## src/rtl/div_seq_pkg.sv

```systemverilog
// Shared definitions for the divider sequencer: state encoding,
// nominal divider latency and the {remainder, quotient} field slices.
package div_seq_pkg;

    localparam logic [1:0] ST_IDLE  = 2'd0;
    localparam logic [1:0] ST_BUSY  = 2'd1;
    localparam logic [1:0] ST_DONE  = 2'd2;
    localparam logic [1:0] ST_DRAIN = 2'd3;

    // Typical launch-to-ready distance of the shared iterative divider.
    localparam int DIV_NOMINAL_LAT = 35;

    // Divider result layout: remainder in the upper word, quotient in the lower.
    localparam int HI_MSB = 63;
    localparam int HI_LSB = 32;
    localparam int LO_MSB = 31;
    localparam int LO_LSB = 0;

    function automatic logic [31:0] result_hi(input logic [63:0] res);
        return res[HI_MSB:HI_LSB];
    endfunction

    function automatic logic [31:0] result_lo(input logic [63:0] res);
        return res[LO_MSB:LO_LSB];
    endfunction

endpackage

```

## src/rtl/div_seq_ctrl.sv

```systemverilog
// Sequencer between EX and the shared iterative divider. Launches DIV/DIVU,
// stalls EX while the divider runs, writes HI/LO once per instruction and
// annuls/drains the divider on a pipeline flush.
// Optional build macro DIV_ZERO_SHORTCUT_EN: a zero dividend or divisor
// completes in the launch cycle with HI=LO=0 without starting the divider.
module div_seq_ctrl
    import div_seq_pkg::*;
#(
    parameter int DRAIN_CYCLES = 3,
    parameter int CNT_W        = 2
) (
    input  logic        clk,
    input  logic        resetn,
    input  logic        req_valid_i,
    input  logic        req_signed_i,
    input  logic [31:0] req_op1_i,
    input  logic [31:0] req_op2_i,
    input  logic        flush_i,
    input  logic        adv_i,
    output logic        stall_o,
    output logic        div_start_o,
    output logic        div_annul_o,
    output logic        div_signed_o,
    output logic [31:0] div_op1_o,
    output logic [31:0] div_op2_o,
    input  logic [63:0] div_result_i,
    input  logic        div_ready_i,
    output logic        hilo_we_o,
    output logic [31:0] hi_o,
    output logic [31:0] lo_o
);

    logic [1:0]       state;
    logic [1:0]       state_nxt;
    logic [CNT_W-1:0] drain_cnt;
    logic             drain_last;
    logic [31:0]      op1_q;
    logic [31:0]      op2_q;
    logic             signed_q;
    logic [31:0]      hi_q;
    logic [31:0]      lo_q;
    logic             retired_q;
    logic             launch;
    logic             zero_short;

`ifdef DIV_ZERO_SHORTCUT_EN
    assign zero_short = (req_op1_i == 32'd0) || (req_op2_i == 32'd0);
`else
    assign zero_short = 1'b0;
`endif

    // The instruction that just retired from DONE has left EX, so the cycle
    // after DONE never launches; resetn gates launch so reset forces outputs low.
    assign launch     = resetn && (state == ST_IDLE) && req_valid_i && !flush_i && !retired_q;
    assign drain_last = (drain_cnt == CNT_W'(DRAIN_CYCLES - 1));

    // Next-state selection; a flush in BUSY beats a same-cycle ready.
    always_comb begin
        state_nxt = state;
        case (state)
            ST_IDLE:  if (launch) state_nxt = zero_short ? ST_DONE : ST_BUSY;
            ST_BUSY:  if (flush_i) state_nxt = ST_DRAIN;
                      else if (div_ready_i) state_nxt = ST_DONE;
            ST_DONE:  if (adv_i || flush_i) state_nxt = ST_IDLE;
            ST_DRAIN: if (drain_last) state_nxt = ST_IDLE;
            default:  state_nxt = ST_IDLE;
        endcase
    end

    // Pipeline and divider handshake outputs; operands pass through in IDLE
    // and come from the launch-time copies afterwards.
    always_comb begin
        stall_o      = (state == ST_BUSY) || launch;
        div_start_o  = launch && !zero_short;
        div_annul_o  = (state == ST_DRAIN) || ((state == ST_BUSY) && flush_i);
        hilo_we_o    = (state == ST_DONE) && adv_i && !flush_i;
        div_op1_o    = op1_q;
        div_op2_o    = op2_q;
        div_signed_o = signed_q;
        if (state == ST_IDLE) begin
            div_op1_o    = req_op1_i & {32{resetn}};
            div_op2_o    = req_op2_i & {32{resetn}};
            div_signed_o = req_signed_i & resetn;
        end
        hi_o = hi_q;
        lo_o = lo_q;
    end

    // State register.
    always_ff @(posedge clk or negedge resetn) begin
        if (!resetn) state <= ST_IDLE;
        else         state <= state_nxt;
    end

    // Drain counter: cleared on annul, counts the cycles the divider needs to go idle.
    always_ff @(posedge clk or negedge resetn) begin
        if (!resetn) begin
            drain_cnt <= '0;
        end else if ((state == ST_BUSY) && flush_i) begin
            drain_cnt <= '0;
        end else if (state == ST_DRAIN) begin
            drain_cnt <= drain_last ? '0 : drain_cnt + CNT_W'(1);
        end
    end

    // Operand copies taken at launch so EX may change its buses while BUSY.
    always_ff @(posedge clk or negedge resetn) begin
        if (!resetn) begin
            op1_q    <= '0;
            op2_q    <= '0;
            signed_q <= 1'b0;
        end else if (launch) begin
            op1_q    <= req_op1_i;
            op2_q    <= req_op2_i;
            signed_q <= req_signed_i;
        end
    end

    // HI/LO result register, loaded only from a non-flushed divider strobe or the zero shortcut.
    always_ff @(posedge clk or negedge resetn) begin
        if (!resetn) begin
            hi_q <= '0;
            lo_q <= '0;
        end else if (launch && zero_short) begin
            hi_q <= '0;
            lo_q <= '0;
        end else if ((state == ST_BUSY) && div_ready_i && !flush_i) begin
            hi_q <= result_hi(div_result_i);
            lo_q <= result_lo(div_result_i);
        end
    end

    // Marks the IDLE cycle right after DONE so the departed instruction is not relaunched.
    always_ff @(posedge clk or negedge resetn) begin
        if (!resetn) retired_q <= 1'b0;
        else         retired_q <= (state == ST_DONE) && (adv_i || flush_i);
    end

endmodule

```

## config.mk

```make
export PLATFORM = sky130hd
export DESIGN_NAME = div_seq_ctrl
export DESIGN_NICKNAME = d
export VERILOG_FILES = /design/src/rtl/div_seq_pkg.sv /design/src/rtl/div_seq_ctrl.sv
export SDC_FILE = /design/constraint.sdc
export NUM_CORES = 1
export LEC_CHECK = 0
export CAP_MARGIN = 20
export CORE_MARGIN = 3
export CORE_UTILIZATION = 45
export DETAILED_ROUTE_END_ITERATION = 7
export PLACE_DENSITY = 0.85
export SYNTH_ARGS = -nofsm -noshare
export SYNTH_HDL_FRONTEND = slang
export SYNTH_SLANG_ARGS = --single-unit
```

## constraint.sdc

```tcl
create_clock -name clk -period 5.3 [get_ports clk]
set_input_delay 0.53 -clock clk [delete_from_list [all_inputs] [get_ports clk]]
set_output_delay 0.53 -clock clk [all_outputs]
set_load 0.05 [all_outputs]
```

==> impl_metrics.json <==
{
  "status": "completed",
  "seqPwrFrac_pct": 24.6,
  "die-area_sq_um": 15050,
  "crit_chain": "or2_4 > buf_16 > nand2_1 > o21ai_0 > clkdlybuf4s50_1",
  "num_vias": 4817,
  "layoutNonFillerInstCount": 965,
  "n_fill_cell": 908,
  "cts_made_buffers": 17,
  "worst_r2r_path_depth": 5,
  "avgRoutedWirePerCell_um": 17.28,
  "ant_nets": 0,
  "synthTopCellsByArea": "dfrtp_1 55%, mux2_4 9.6%, mux2_1 9.0%",
  "synth.distinct_cells": 22,
  "drv_cap": 0,
  "grt_use_met1_pct": 25.37,
  "finalWorstSetupSlack_ps": 1948,
  "worst_slew_pin_slew_ps": 1046,
  "avgSynthCellArea_sq_um": 11.78,
  "crit_path_end_kind": "primary output",
  "start_kind": "flop",
  "die_h_um": 122.7,
  "grt_busiest_layer": "met2",
  "cts.sinks": 134,
  "power_density_nw_per_um2": 783.0,
  "h-tree-depth": 4,
  "cp.required_ps": 4770,
  "grt_util_met2_pct": 37.82,
  "leakage_uw": 0.004174,
  "critical_path_class": "reg -> out",
  "cts_tree": "done",
  "seq_area_frac_synth_pct": 54.73,
  "antenna_found_initial": 0,
  "dp_hpwl_um": 11820,
  "r2r_end": "op2_q[13]",
  "drc": 0,
  "yosys.area.top_type_share_pct": 54.73,
  "wl_um": 16670,
  "io_buffers": 267,
  "place_area_sq_um": 8867,
  "synth_area_sq_um": 6127,
  "setup_viol": 0,
  "ir_drop_uv": 486.9,
  "path_max_fanout": 82,
  "drive_gt1_share_pct": 15.46,
  "cts.repair_timing.setup_buffer_count": 0,
  "finalCritPeriodShare_pct": 63.25,
  "synthCells": 520,
  "diodes": 0,
  "die-width_um": 122.7,
  "hold_viol": 0,
  "internal_power_uw": 3835,
  "min_path_type": "in -> async",
  "synth-seq-cells": 134,
  "syn_nets": 655,
  "grt_max_degree": 132,
  "gp_congestion": 0.7816,
  "grt_overflow": 0,
  "drt_iter0_markers": 276,
  "clock.fmax_mhz": 298.3,
  "drt-pass1-iter-count": 4,
  "yosys_warnings": 0,
  "cts_resized": 0,
  "synth_top_area_cell": "dfrtp_1",
  "slew_violations": 0,
  "cts.clk_slew.worst_paths_ps": 60,
  "clkPwrFrac_pct": 15.2,
  "rsz0062_at_grt": "no",
  "rows": 42,
  "layout_min_cycle_time_ps": 3352,
  "arrival_ps": 2820,
  "grt_usage_pct": 21.90,
  "nNetsFinal": 911,
  "design_area_sq_um": 9460,
  "cts_hold_buf": 0,
  "switchingPower_uw": 3573,
  "fp.coreArea_sq_um": 13300,
  "clock_tree.root_cell": "clkbuf_16",
  "dp_cells": 932,
  "fin_setup_tns_ps": 0,
  "r2r_start": "state[0]",
  "worst_clock_skew_ps": 5.025,
  "via_per_inst": 4.992,
  "combPwrFrac_pct": 60.2,
  "rrSetupSlack_ps": 2340,
  "ios": 268,
  "area_growth_pct": 54.40,
  "slew_headroom_pct": 30.27,
  "grt_first_pass_wirelength_um": 25530,
  "use_met3_pct": 7.926,
  "pre_cts_slack_ps": 2012,
  "critPathMaxStageDelay_ps": 850,
  "cp_slowest_cell": "clkdlybuf4s50_1",
  "clk_latency_ps": 410,
  "cts_buffer_depth": 2,
  "initial_core_util_pct": 46.09,
  "grt_pass1_vias": 4913,
  "p_sw_share_pct": 48.23
}
-- through the flow --
stage / hold WS (ps) / power [uW] / utilization [%]
6_report: 190.6 / 7408 / 71.16
5_1_grt: 251.4 / 7741 / 71.16
4_1_cts: 224.1 / 7429 / 70.95
3_5_place_dp: 473.7 / 6268 / 66.69
3_3_place_gp: 467.1 / 6171 / 66.69
2_1_floorplan: 234.4 / 4777 / -
-- power groups by stage --
stage	sequential, uW	clock, uW	combinational, uW
after global routing	1880	1190	4660
after floorplan	2630	0	2140
after CTS	1820	1150	4470
after detailed placement	1820	0	4450
final	1820	1130	4460
after global placement	1790	0	4390
-- worst max-delay path, delay by kind of cell, from the launching register on --
family	cells	cell delay [ps]
compound gates	1	110
simple gates	2	600
flops	1	520
buf+inv	2	1170
-- sequential cells by signal, indices dropped and copies added (netlist names) --
| name | flops |
|---|---|
| op2_q | 32 |
| hi_o | 32 |
| drain_cnt | 2 |
| retired_q | 1 |
| signed_q | 1 |
| op1_q | 32 |
| lo_o | 32 |
| state | 2 |
-- worst max path at each step --
stage / startpoint / to / slack (ps) / cells after the start
5_1_grt: state[0] / div_op2_o[8] / 1710 / 5
3_5_place_dp: resetn / div_op1_o[25] / 2010 / 5
3_3_place_gp: resetn / div_op1_o[9] / 2070 / 5
4_1_cts: state[0] / div_op1_o[7] / 1690 / 4
6_report: state[0] / div_op1_o[13] / 1950 / 5
2_1_floorplan: state[0] / div_op1_o[5] / 2470 / 6
-- cell usage in the layout, fill, tap and decap left out, types with 2 or more instances in the layout --
master	netlist	layout
nand2_1	132	132
mux2_4	39	39
clkbuf_1	16	3
clkbuf_16	0	17
nor2_1	5	5
clkinv_2	0	4
buf_4	0	6
o21ai_0	67	67
bufinv_16	0	2
mux2_1	49	49
clkinvlp_4	0	3
inv_6	0	2
mux2_2	42	42
inv_1	3	3
nand3b_1	2	2
dfrtp_1	134	134
clkdlybuf4s50_1	0	266
-- cells in the mapped netlist (all sizes together) --
| cell type | instances |
|---|---|
| o211ai | 1 |
| or2 | 1 |
| nor2b | 1 |
| buf | 21 |
| mux2 | 130 |
| and3b | 1 |
| nand3b | 2 |
| nor2 | 5 |
| clkbuf | 16 |
| o21ai | 67 |
| nor3 | 1 |
| nor4b | 1 |
| nand2 | 132 |
| nand2b | 1 |
| and4bb | 1 |
| a22oi | 1 |
| dfrtp | 134 |
| a22o | 1 |
| inv | 3 |
-- kinds of logic after synthesis --
| logic type | count (synthesis) | share of synthesized area, % |
|---|---|---|
| simple gates | 146 | 9.639 |
| buf+inv | 40 | 3.492 |
| flops | 134 | 54.73 |
| mux | 130 | 26.28 |
| compound gates | 70 | 5.861 |
-- routing by layer --
layer | vias to the layer above | share of wire (%) | wire length [um]
met5 | - | 0 | 0
met4 | 0 | 2.3 | 376
met3 | 29 | 8.5 | 1416
met2 | 185 | 50 | 8406
met1 | 2322 | 39 | 6472
li1 | 2281 | - | -
-- area by class of cell --
| type | count | area [sq um] | area share [%] |
|---|---|---|---|
| flip-flops and latches | 134 | 3353 | 35.45 |
| clock inverters | 12 | 128.9 | 1.362 |
| multi-input cells | 346 | 2564 | 27.10 |
| well taps | 176 | 220.2 | 2.328 |
| clock buffers | 20 | 436.7 | 4.616 |
| inverters | 3 | 11.26 | 0.1190 |
| repair buffers | 274 | 2746 | 29.03 |
(Power assumes the default switching activity.)
